--- src/rtl/sdram_bist_engine_if.sv ---
// Request bus between the BIST master and sdram_core_32bit's inport_* side.
interface sdram_bist_engine_if #(
  parameter int unsigned ADDR_W = 32,
  parameter int unsigned DATA_W = 32
);
  logic [3:0]        wr;
  logic              rd;
  logic [7:0]        len;
  logic [ADDR_W-1:0] addr;
  logic [DATA_W-1:0] write_data;
  logic              accept;
  logic              ack;
  logic              error;
  logic [DATA_W-1:0] read_data;

  modport master (
    output wr, rd, len, addr, write_data,
    input  accept, ack, error, read_data
  );

  modport slave (
    input  wr, rd, len, addr, write_data,
    output accept, ack, error, read_data
  );
endinterface

--- src/rtl/sdram_bist_engine.sv ---
// Write/read-back memory self-test master for the SDRAM core request bus.
// Define SDRAM_BIST_INV_PASS_EN to add a second pass with inverted-address data.
module sdram_bist_engine #(
  parameter int unsigned       ADDR_W    = 32,
  parameter int unsigned       DATA_W    = 32,
  parameter logic [ADDR_W-1:0] ADDR_BASE = '0,
  parameter int unsigned       NUM_WORDS = 1024,
  parameter int unsigned       ADDR_STEP = 4,
  parameter int unsigned       TIMEOUT   = 4096
) (
  input  logic                clk_i,
  input  logic                rst_i,
  input  logic                start_i,
  output logic                busy_o,
  output logic                done_o,
  output logic                pass_o,
  output logic                timeout_o,
  output logic [15:0]         err_count_o,
  output logic [ADDR_W-1:0]   first_err_addr_o,
  output logic [DATA_W-1:0]   first_err_data_o,
  sdram_bist_engine_if.master outport
);

  typedef enum logic [2:0] {
    S_IDLE, S_WR_REQ, S_WR_WAIT, S_RD_REQ, S_RD_WAIT, S_DONE
  } state_t;

  state_t            r_state, w_next_state;
  logic [ADDR_W-1:0] r_addr;
  logic [31:0]       r_idx;
  logic [31:0]       r_tmo_cnt;
  logic              r_pass;
  logic              r_timeout;
  logic              r_err_seen;
  logic [15:0]       r_err_count;
  logic [ADDR_W-1:0] r_first_err_addr;
  logic [DATA_W-1:0] r_first_err_data;

  logic [DATA_W-1:0] w_pattern;
  logic              w_last, w_tmo_hit;
  logic              w_start, w_step, w_rewind, w_fail, w_tmo, w_next_pass;

  always_comb begin
    w_pattern = DATA_W'(r_addr);
    if (r_pass) w_pattern = ~w_pattern;
  end

  always_comb begin
    w_next_state = r_state;
    w_start      = 1'b0;
    w_step       = 1'b0;
    w_rewind     = 1'b0;
    w_fail       = 1'b0;
    w_tmo        = 1'b0;
    w_next_pass  = 1'b0;
    w_last       = (r_idx == 32'(NUM_WORDS - 1));
    w_tmo_hit    = (r_tmo_cnt >= 32'(TIMEOUT - 1));
    unique case (r_state)
      S_IDLE, S_DONE: begin
        if (start_i) begin
          w_start      = 1'b1;
          w_next_state = S_WR_REQ;
        end
      end
      S_WR_REQ: begin
        if (outport.accept)  w_next_state = S_WR_WAIT;
        else if (w_tmo_hit) begin
          w_tmo        = 1'b1;
          w_next_state = S_DONE;
        end
      end
      S_WR_WAIT: begin
        if (outport.ack) begin
          w_fail = outport.error;
          if (w_last) begin
            w_rewind     = 1'b1;
            w_next_state = S_RD_REQ;
          end else begin
            w_step       = 1'b1;
            w_next_state = S_WR_REQ;
          end
        end else if (w_tmo_hit) begin
          w_tmo        = 1'b1;
          w_next_state = S_DONE;
        end
      end
      S_RD_REQ: begin
        if (outport.accept)  w_next_state = S_RD_WAIT;
        else if (w_tmo_hit) begin
          w_tmo        = 1'b1;
          w_next_state = S_DONE;
        end
      end
      S_RD_WAIT: begin
        if (outport.ack) begin
          w_fail = outport.error || (outport.read_data != w_pattern);
          if (w_last) begin
`ifdef SDRAM_BIST_INV_PASS_EN
            if (!r_pass) begin
              w_rewind     = 1'b1;
              w_next_pass  = 1'b1;
              w_next_state = S_WR_REQ;
            end else begin
              w_next_state = S_DONE;
            end
`else
            w_next_state = S_DONE;
`endif
          end else begin
            w_step       = 1'b1;
            w_next_state = S_RD_REQ;
          end
        end else if (w_tmo_hit) begin
          w_tmo        = 1'b1;
          w_next_state = S_DONE;
        end
      end
      default: w_next_state = S_IDLE;
    endcase
  end

  always_ff @(posedge clk_i) begin
    if (rst_i) r_state <= S_IDLE;
    else       r_state <= w_next_state;
  end

  always_ff @(posedge clk_i) begin
    if (rst_i) begin
      r_addr           <= '0;
      r_idx            <= '0;
      r_tmo_cnt        <= '0;
      r_pass           <= 1'b0;
      r_timeout        <= 1'b0;
      r_err_seen       <= 1'b0;
      r_err_count      <= '0;
      r_first_err_addr <= '0;
      r_first_err_data <= '0;
    end else begin
      // Watchdog restarts on every state change, so it bounds each single wait.
      if (w_next_state != r_state || r_state == S_IDLE || r_state == S_DONE)
        r_tmo_cnt <= '0;
      else
        r_tmo_cnt <= r_tmo_cnt + 32'd1;
      if (w_start) begin
        r_addr           <= ADDR_BASE;
        r_idx            <= '0;
        r_pass           <= 1'b0;
        r_timeout        <= 1'b0;
        r_err_seen       <= 1'b0;
        r_err_count      <= '0;
        r_first_err_addr <= '0;
        r_first_err_data <= '0;
      end
      if (w_step) begin
        r_idx  <= r_idx + 32'd1;
        r_addr <= r_addr + ADDR_W'(ADDR_STEP);
      end
      if (w_rewind) begin
        r_idx  <= '0;
        r_addr <= ADDR_BASE;
      end
      if (w_next_pass) r_pass    <= 1'b1;
      if (w_tmo)       r_timeout <= 1'b1;
      if (w_fail) begin
        if (r_err_count != 16'hFFFF) r_err_count <= r_err_count + 16'd1;
        if (!r_err_seen) begin
          r_err_seen       <= 1'b1;
          r_first_err_addr <= r_addr;
          r_first_err_data <= outport.read_data;
        end
      end
    end
  end

  assign outport.wr         = (r_state == S_WR_REQ) ? 4'hF : 4'h0;
  assign outport.rd         = (r_state == S_RD_REQ);
  assign outport.len        = '0;
  assign outport.addr       = r_addr;
  assign outport.write_data = (r_state == S_WR_REQ) ? w_pattern : '0;

  assign busy_o           = (r_state != S_IDLE) && (r_state != S_DONE);
  assign done_o           = (r_state == S_DONE);
  assign pass_o           = done_o && (r_err_count == 16'h0) && !r_timeout;
  assign timeout_o        = r_timeout;
  assign err_count_o      = r_err_count;
  assign first_err_addr_o = r_first_err_addr;
  assign first_err_data_o = r_first_err_data;

endmodule

--- src/flat_wrapper.sv ---
// flat-port wrapper written by rule: the top's interface ports become plain ports
module sdram_bist_engine_flat 
#(
  parameter int unsigned       ADDR_W    = 32,
  parameter int unsigned       DATA_W    = 32,
  parameter logic [ADDR_W-1:0] ADDR_BASE = '0,
  parameter int unsigned       NUM_WORDS = 1024,
  parameter int unsigned       ADDR_STEP = 4,
  parameter int unsigned       TIMEOUT   = 4096
)
  (clk_i, rst_i, start_i, busy_o, done_o, pass_o, timeout_o, err_count_o, first_err_addr_o, first_err_data_o, outport_wr, outport_rd, outport_len, outport_addr, outport_write_data, outport_accept, outport_ack, outport_error, outport_read_data);
  sdram_bist_engine_if #(.ADDR_W(ADDR_W), .DATA_W(DATA_W)) outport_i ();
  input  logic clk_i;
  input  logic rst_i;
  input  logic start_i;
  output logic busy_o;
  output logic done_o;
  output logic pass_o;
  output logic timeout_o;
  output logic [15:0] err_count_o;
  output logic [ADDR_W-1:0] first_err_addr_o;
  output logic [DATA_W-1:0] first_err_data_o;
  output wire logic [$bits(outport_i.wr)-1:0] outport_wr;
  output wire logic [$bits(outport_i.rd)-1:0] outport_rd;
  output wire logic [$bits(outport_i.len)-1:0] outport_len;
  output wire logic [$bits(outport_i.addr)-1:0] outport_addr;
  output wire logic [$bits(outport_i.write_data)-1:0] outport_write_data;
  input wire logic [$bits(outport_i.accept)-1:0] outport_accept;
  input wire logic [$bits(outport_i.ack)-1:0] outport_ack;
  input wire logic [$bits(outport_i.error)-1:0] outport_error;
  input wire logic [$bits(outport_i.read_data)-1:0] outport_read_data;
  assign outport_wr = outport_i.wr;
  assign outport_rd = outport_i.rd;
  assign outport_len = outport_i.len;
  assign outport_addr = outport_i.addr;
  assign outport_write_data = outport_i.write_data;
  assign outport_i.accept = outport_accept;
  assign outport_i.ack = outport_ack;
  assign outport_i.error = outport_error;
  assign outport_i.read_data = outport_read_data;
  sdram_bist_engine #(.ADDR_W(ADDR_W), .DATA_W(DATA_W), .ADDR_BASE(ADDR_BASE), .NUM_WORDS(NUM_WORDS), .ADDR_STEP(ADDR_STEP), .TIMEOUT(TIMEOUT)) u_core (.clk_i(clk_i), .rst_i(rst_i), .start_i(start_i), .busy_o(busy_o), .done_o(done_o), .pass_o(pass_o), .timeout_o(timeout_o), .err_count_o(err_count_o), .first_err_addr_o(first_err_addr_o), .first_err_data_o(first_err_data_o), .outport(outport_i));
endmodule
--- config.mk ---
export PLATFORM = sky130hd
export DESIGN_NAME = sdram_bist_engine_flat
export DESIGN_NICKNAME = d
export VERILOG_FILES = /design/src/rtl/sdram_bist_engine_if.sv /design/src/rtl/sdram_bist_engine.sv /design/src/flat_wrapper.sv
export SDC_FILE = /design/constraint.sdc
export NUM_CORES = 1
export LEC_CHECK = 0
export BUFFER_PORTS_ARGS = -buffer_cell sky130_fd_sc_hd__buf_2
export CORE_AREA = 8 8 123 153
export DETAILED_ROUTE_END_ITERATION = 7
export DIE_AREA = 0 0 131 161
export MAX_ROUTING_LAYER = met4
export PLACE_DENSITY = 0.77
export SYNTH_ARGS = -nofsm -noshare
export SYNTH_HDL_FRONTEND = slang
export SYNTH_SLANG_ARGS = --single-unit
--- constraint.sdc ---
create_clock -name clk_i -period 2.55 [get_ports clk_i]
set_input_delay 0.1275 -clock clk_i [delete_from_list [all_inputs] [get_ports clk_i]]
set_output_delay 0.1275 -clock clk_i [all_outputs]
set_load 0.01 [all_outputs]
# ---- Word level (Yosys, flattened, before mapping)
# Index checks and enable logic that the tools add are counted.
# W data, S select, Z words.
dict set report totals {
  latch_bits 0
  ram_bits 0
  reg_bits 181
  rom_bits 0
  input_bits 38
  word_cells 84
  memories 0
  output_inout_bits 161
}
dict set report classes {
  bitwise_logic 0
  n_mul 0
  add_sub_neg 4
  mux 43
  reduce_logical 17
  shifts 0
  magnitude_cmp 1
  n_eq_ne 10
  div 0
}
# op n
set ops {}
lappend ops {{$mux W32} 10}
lappend ops {{$add A32 B1 Y32 const B} 2}
lappend ops {{$mux W16} 3}
lappend ops {{$add A32 B3 Y32 const B} 1}
lappend ops {{$eq A32 B10 Y1 const B} 1}
lappend ops {{$ge A32 B12 Y1 const B} 1}
lappend ops {{$ne A32 B32 Y1} 1}
lappend ops {{$mux W3} 7}
lappend ops {{$mux W1} 18}
lappend ops {{$add A16 B1 Y16 const B} 1}
lappend ops {{$logic_not A16 Y1} 1}
lappend ops {{$ne A16 B16 Y1 const B} 1}
lappend ops {{$pmux W3 S5} 1}
lappend ops {{$reduce_or A2 Y1} 5}
lappend ops {{$eq A3 B2 Y1 const B} 2}
lappend ops {{$eq A3 B3 Y1 const B} 2}
lappend ops {{$mux W4} 1}
lappend ops {{$pmux W1 S2} 2}
lappend ops {{$reduce_bool A2 Y1} 2}
lappend ops {{$eq A3 B1 Y1 const B} 1}
lappend ops {{$logic_and A1 B1 Y1} 3}
lappend ops {{$logic_not A3 Y1} 1}
lappend ops {{$logic_or A1 B1 Y1} 3}
lappend ops {{$ne A3 B3 Y1} 1}
lappend ops {{other kinds (4)} 4}

# ---- Longest topological paths before layout
dict set report logic_depth {
  word_depth 8
  mapped_depth 10
  ltp_nobuf 7
}

# ---- Least setup slack after synthesis
# No wires, ideal clock.
dict set report synth_path {
  path_type {register -> register}
  from {reg u_core.r_err_count[0], in the netlist u_core.err_count_o[0]}
  to {reg u_core.r_err_count[11], in the netlist u_core.err_count_o[11]}
  slack_ns 0.329
  required_ns 2.430
  n_path_buf 1
  path_stages_with_launch 9
  period_less_slack_ns 2.221
  setup_time_ns 0.120
  arrival_ns 2.101
  cell_sequence {dfxtp_1 > ha_1 > nand3_1 > nor4_2 > a21bo_2 > a211oi_2 > buf_4 > nor3b_1 > a211o_1}
}
dict set report synth_between {
  elab_chain_len 3
  word_cells_on_any_way 4
  classes_between {add/sub: 1; eq/ne: 1; mux: 2}
}
# element line
set synth_rtl {}
lappend synth_rtl {{start, declared} sdram_bist_engine.sv:35} ;# logic [15:0] r_err_count;
lappend synth_rtl {{start signal, assigned} sdram_bist_engine.sv:165} ;# if (r_err_count != 16'hFFFF) r_err_count <= r_err_count + 16'd1;
lappend synth_rtl {{$add A16 B1 Y16 / $ne A16 B16 Y1 (equally long branches)} sdram_bist_engine.sv:165}
lappend synth_rtl {{$mux W16 *} sdram_bist_engine.sv:165}
lappend synth_rtl {{$mux W16 *} sdram_bist_engine.sv:164} ;# if (w_fail) begin
# Mark *: on every way between the ends. The rest lies on a longest branch, timed or not.
# A chain may end at the register's enable or synchronous reset.

# ---- Final worst setup path
dict set report layout_path {
  from {reg u_core.r_err_count[12], in the netlist u_core.err_count_o[12]}
  to {reg u_core.r_err_count[13], in the netlist u_core.err_count_o[13]}
}
# The elaborated chain is that of the path after synthesis.

==> run_results.csv <==
group,metric,value,unit
flow_run,cap_violations,0,
timing,tightest_slew,1.03,ns
synthesis,ys_ff_latch,179,
floorplanning,coreArea,0.0165,sq mm
grt,grt_pass1_wl,43400,um
hold_path,whs_endpoint,"u_core.first_err_data_o[24]",
cts,h-tree-depth,4,
hold_path,hold_class,"input pin to flip-flop",
synthesis,muxShareOfSynthArea,1.15,%
floorplanning,die_y,161,um
timing,whs,0.00531,ns
critical_path,critPathArrivalTime,2.78,ns
route,antenna_left,0,
route,vias,8989,
placed_design,dp.cells,1450,
synthesis,async_flop_share,0,%
hold_path,hp-start,"outport_read_data[24]",
critical_path,rr_startpoint,"u_core.err_count_o[12]",
synthesis,synthXorXnorAreaFrac,5.65,%
finish,nNetsFinal,1315,
finish,fin_cells,1505,
cts,cts.sinks,179,
power,power.total,7.12,mW
timing,skew,0.00932,ns
placed_design,placed_cell_area,0.0101,sq mm
status,outcome,"completed",
synthesis,yosys.cell_types.count,67,
critical_path,cp_slowest_cell,"a211oi_2",
placed_design,place_hpwl,19300,um
critical_path,r2r_end,"u_core.err_count_o[13]",
critical_path,cp-end-kind,"flip-flop",
placed_design,portBuffers,186,
route,vias_per_cell,5.97,
route,wirelength,27500,um
cts,cts_tree,"yes",
cts,clkTransAtPathRegs,0.07,ns
power,peakVddDrop,425,uV
grt,grt_usage,26.3,%
floorplanning,die_area,0.0211,sq mm
floorplanning,dieWidth,131,um
synthesis,synth_fa_ha_area_share,0.721,%
critical_path,reg2reg_depth,7,
timing,fin_crit,2.42,ns
timing,drv_slew,0,
floorplanning,start_util,52.5,%
finish,diodes,0,
finish,final_cell_mix,"buf_2 (186), dfxtp_1 (179), a21oi_1 (111)",
critical_path,critPathKind,"flip-flop to flip-flop",
route,first_iter_violations,912,
critical_path,r2r_setup_slack,0.13,ns
synthesis,synth_flop_cell,"dfxtp_1",
timing,setup_tns,0,ns
cts,cts_buffer_depth,2,
synthesis,yosys.area_share.simple,26.1,%
timing,relSlewSlack,31.3,%
synthesis,synth_compound_area_share,18.4,%
synthesis,synth_seq_area_share,41.3,%
critical_path,crit_path_max_incr_delay,0.85,ns
finish,drive_gt1_share,25.4,%
route,drcViolationCount,0,
critical_path,critPathLaunch,"u_core.err_count_o[12]",
power,leakagePower,4.33,nW
placed_design,place_congestion,0.906,
finish,postLayoutCellArea,0.0110,sq mm
timing,fin_crit_sh,94.9,%
route,drt_first_pass_iters,5,
critical_path,crit_chain,"and3_1 > and4_1 > a21bo_2 > a211oi_2 > buf_4 > nand2b_1 > a31oi_1",
critical_path,required,2.91,ns
timing,hold_viol,0,
critical_path,crit_fanout,18,
grt,grt_max_degree,66,
grt,grt_pass1_vias,8297,
synthesis,synth_edf_count,0,
synthesis,synth_top_family_by_area,"simple AND/OR/NAND/NOR gates",
finish,syn_to_final_growth,26.4,%
synthesis,syn_inst,1044,
synthesis,syn_area_per_cell,8.31,sq um
synthesis,syn_area,0.00868,sq mm
grt,antenna_found_initial,0,
floorplanning,std_cell_rows,53,
hold_path,worstHoldPathCells,3,
cts,cts_buffers,17,
grt,grt-ovfl-total,0,
finish,layout_commonest_cell,"buf_2",
timing,rsz0062_at_grt,"no",
route,wl_per_cell,18.3,um
timing,setup_viol,0,
cts,cts_root_buf,"clkbuf_16",
timing,fmaxAchievable,413,MHz
synthesis,ys_warn_count,0,
floorplanning,ios,199,
critical_path,critPathLaunchType,"flip-flop",
cts,clkLatencyLatePin,0.44,ns
power,power_density,649,mW/mm^2
worst max-delay path by stage:
| stage | to | slack [ns] |
|---|---|---|
| finish | u_core.err_count_o[13] | 0.13 |
| global route | u_core.outport.addr[28] | 0.02 |
| CTS | u_core.r_tmo_cnt[6] | 0.11 |
| detailed placement | u_core.r_tmo_cnt[6] | 0.12 |
| global placement | u_core.r_tmo_cnt[7] | 0.21 |
| floorplan | u_core.err_count_o[11] | 0.33 |
synth_stat cells, types with 5 or more instances:
master    count  area (sq um)
dfxtp_1     179          3580
a21oi_1     111           556
nand4_1      90           563
o21ai_0      72           360
nand2_1      58           218
nor2_1       58           218
clkbuf_1     55           206
xnor2_1      43           377
nand3_1      42           210
and2_1       37           231
buf_4        25           188
nor3_1       24           120
nor4_1       19           119
a31oi_1      17           106
buf_2        16          80.1
inv_1        15          56.3
and3_1       13          81.3
or3_1        13          81.3
xor2_1       13           114
o21ai_1      10          50.1
nand2b_1      9          56.3
or4_1         9          67.6
mux2_2        8          90.1
o211ai_1      8          60.1
a41oi_1       7          61.3
or2_2         7          43.8
a22o_1        5          43.8
ha_1          5          62.6
o311ai_1      5          43.8
state kept, by name, summed over array words and instances (netlist names):
signal	cells
u_core.timeout_o	1
u_core.r_idx	32
u_core.outport.addr	30
u_core.r_err_seen	1
u_core.r_tmo_cnt	32
u_core.r_state	3
u_core.first_err_addr_o	32
u_core.err_count_o	16
u_core.first_err_data_o	32
kinds of logic (layout without fill, tap and decap cells):
kind of cell    Yosys count  after routing
simple gates            408            408
compound gates          270            270
flops                   179            179
buf+inv                 116            326
xor+xnor                 56             56
mux                       9              9
fa+ha+maj                 5              5
other cells               1             32
metal layers:
metal  up-vias  routed length, um  GRT usage, %
met2       468              12900          40.3
met5         -                  0             -
met4         0               1100          13.1
met1      4206              10800          31.9
li1       4237                  -             -
met3        78               2780          5.41
final cells by class:
class,instances,area [sq um]
Multi-Input combinational cell,780,4670
Clock inverter,15,186
Clock buffer,17,425
Fill cell,1307,5550
Tap cell,220,275
Inverter,15,56.3
Timing Repair Buffer,279,1770
Sequential cell,179,3580
timing repair:
action,CTS,global route
gates resized for setup,0,1
setup endpoints to repair,0,12
endpoints found under the hold margin,23,0
hold buffers,23,0
buffers inserted,0,0
through the flow:
stage               setup slack (ns)  utilization (%)
floorplan                      0.329                -
global placement               0.213             61.3
detailed placement             0.122             61.3
CTS                            0.110             66.4
global route                  0.0167             66.4
finish                         0.130             66.4
critical path, delay by kind of cell (launching register included):
| kind | cells | cell delay [ns] |
|---|---|---|
| buffers and inverters | 1 | 0.28 |
| AND/OR/NAND/NOR | 3 | 0.49 |
| flip-flops | 1 | 0.35 |
| AO/OA/AOI/OAI | 3 | 1.23 |
report_power, final:
group	switching, mW	total (mW)	internal (mW)
sequential	0.0564	2.94	2.88
combinational	1.01	1.51	0.497
clock	1.26	2.68	1.41
Note: power is estimated with default switching activity, not from simulation.
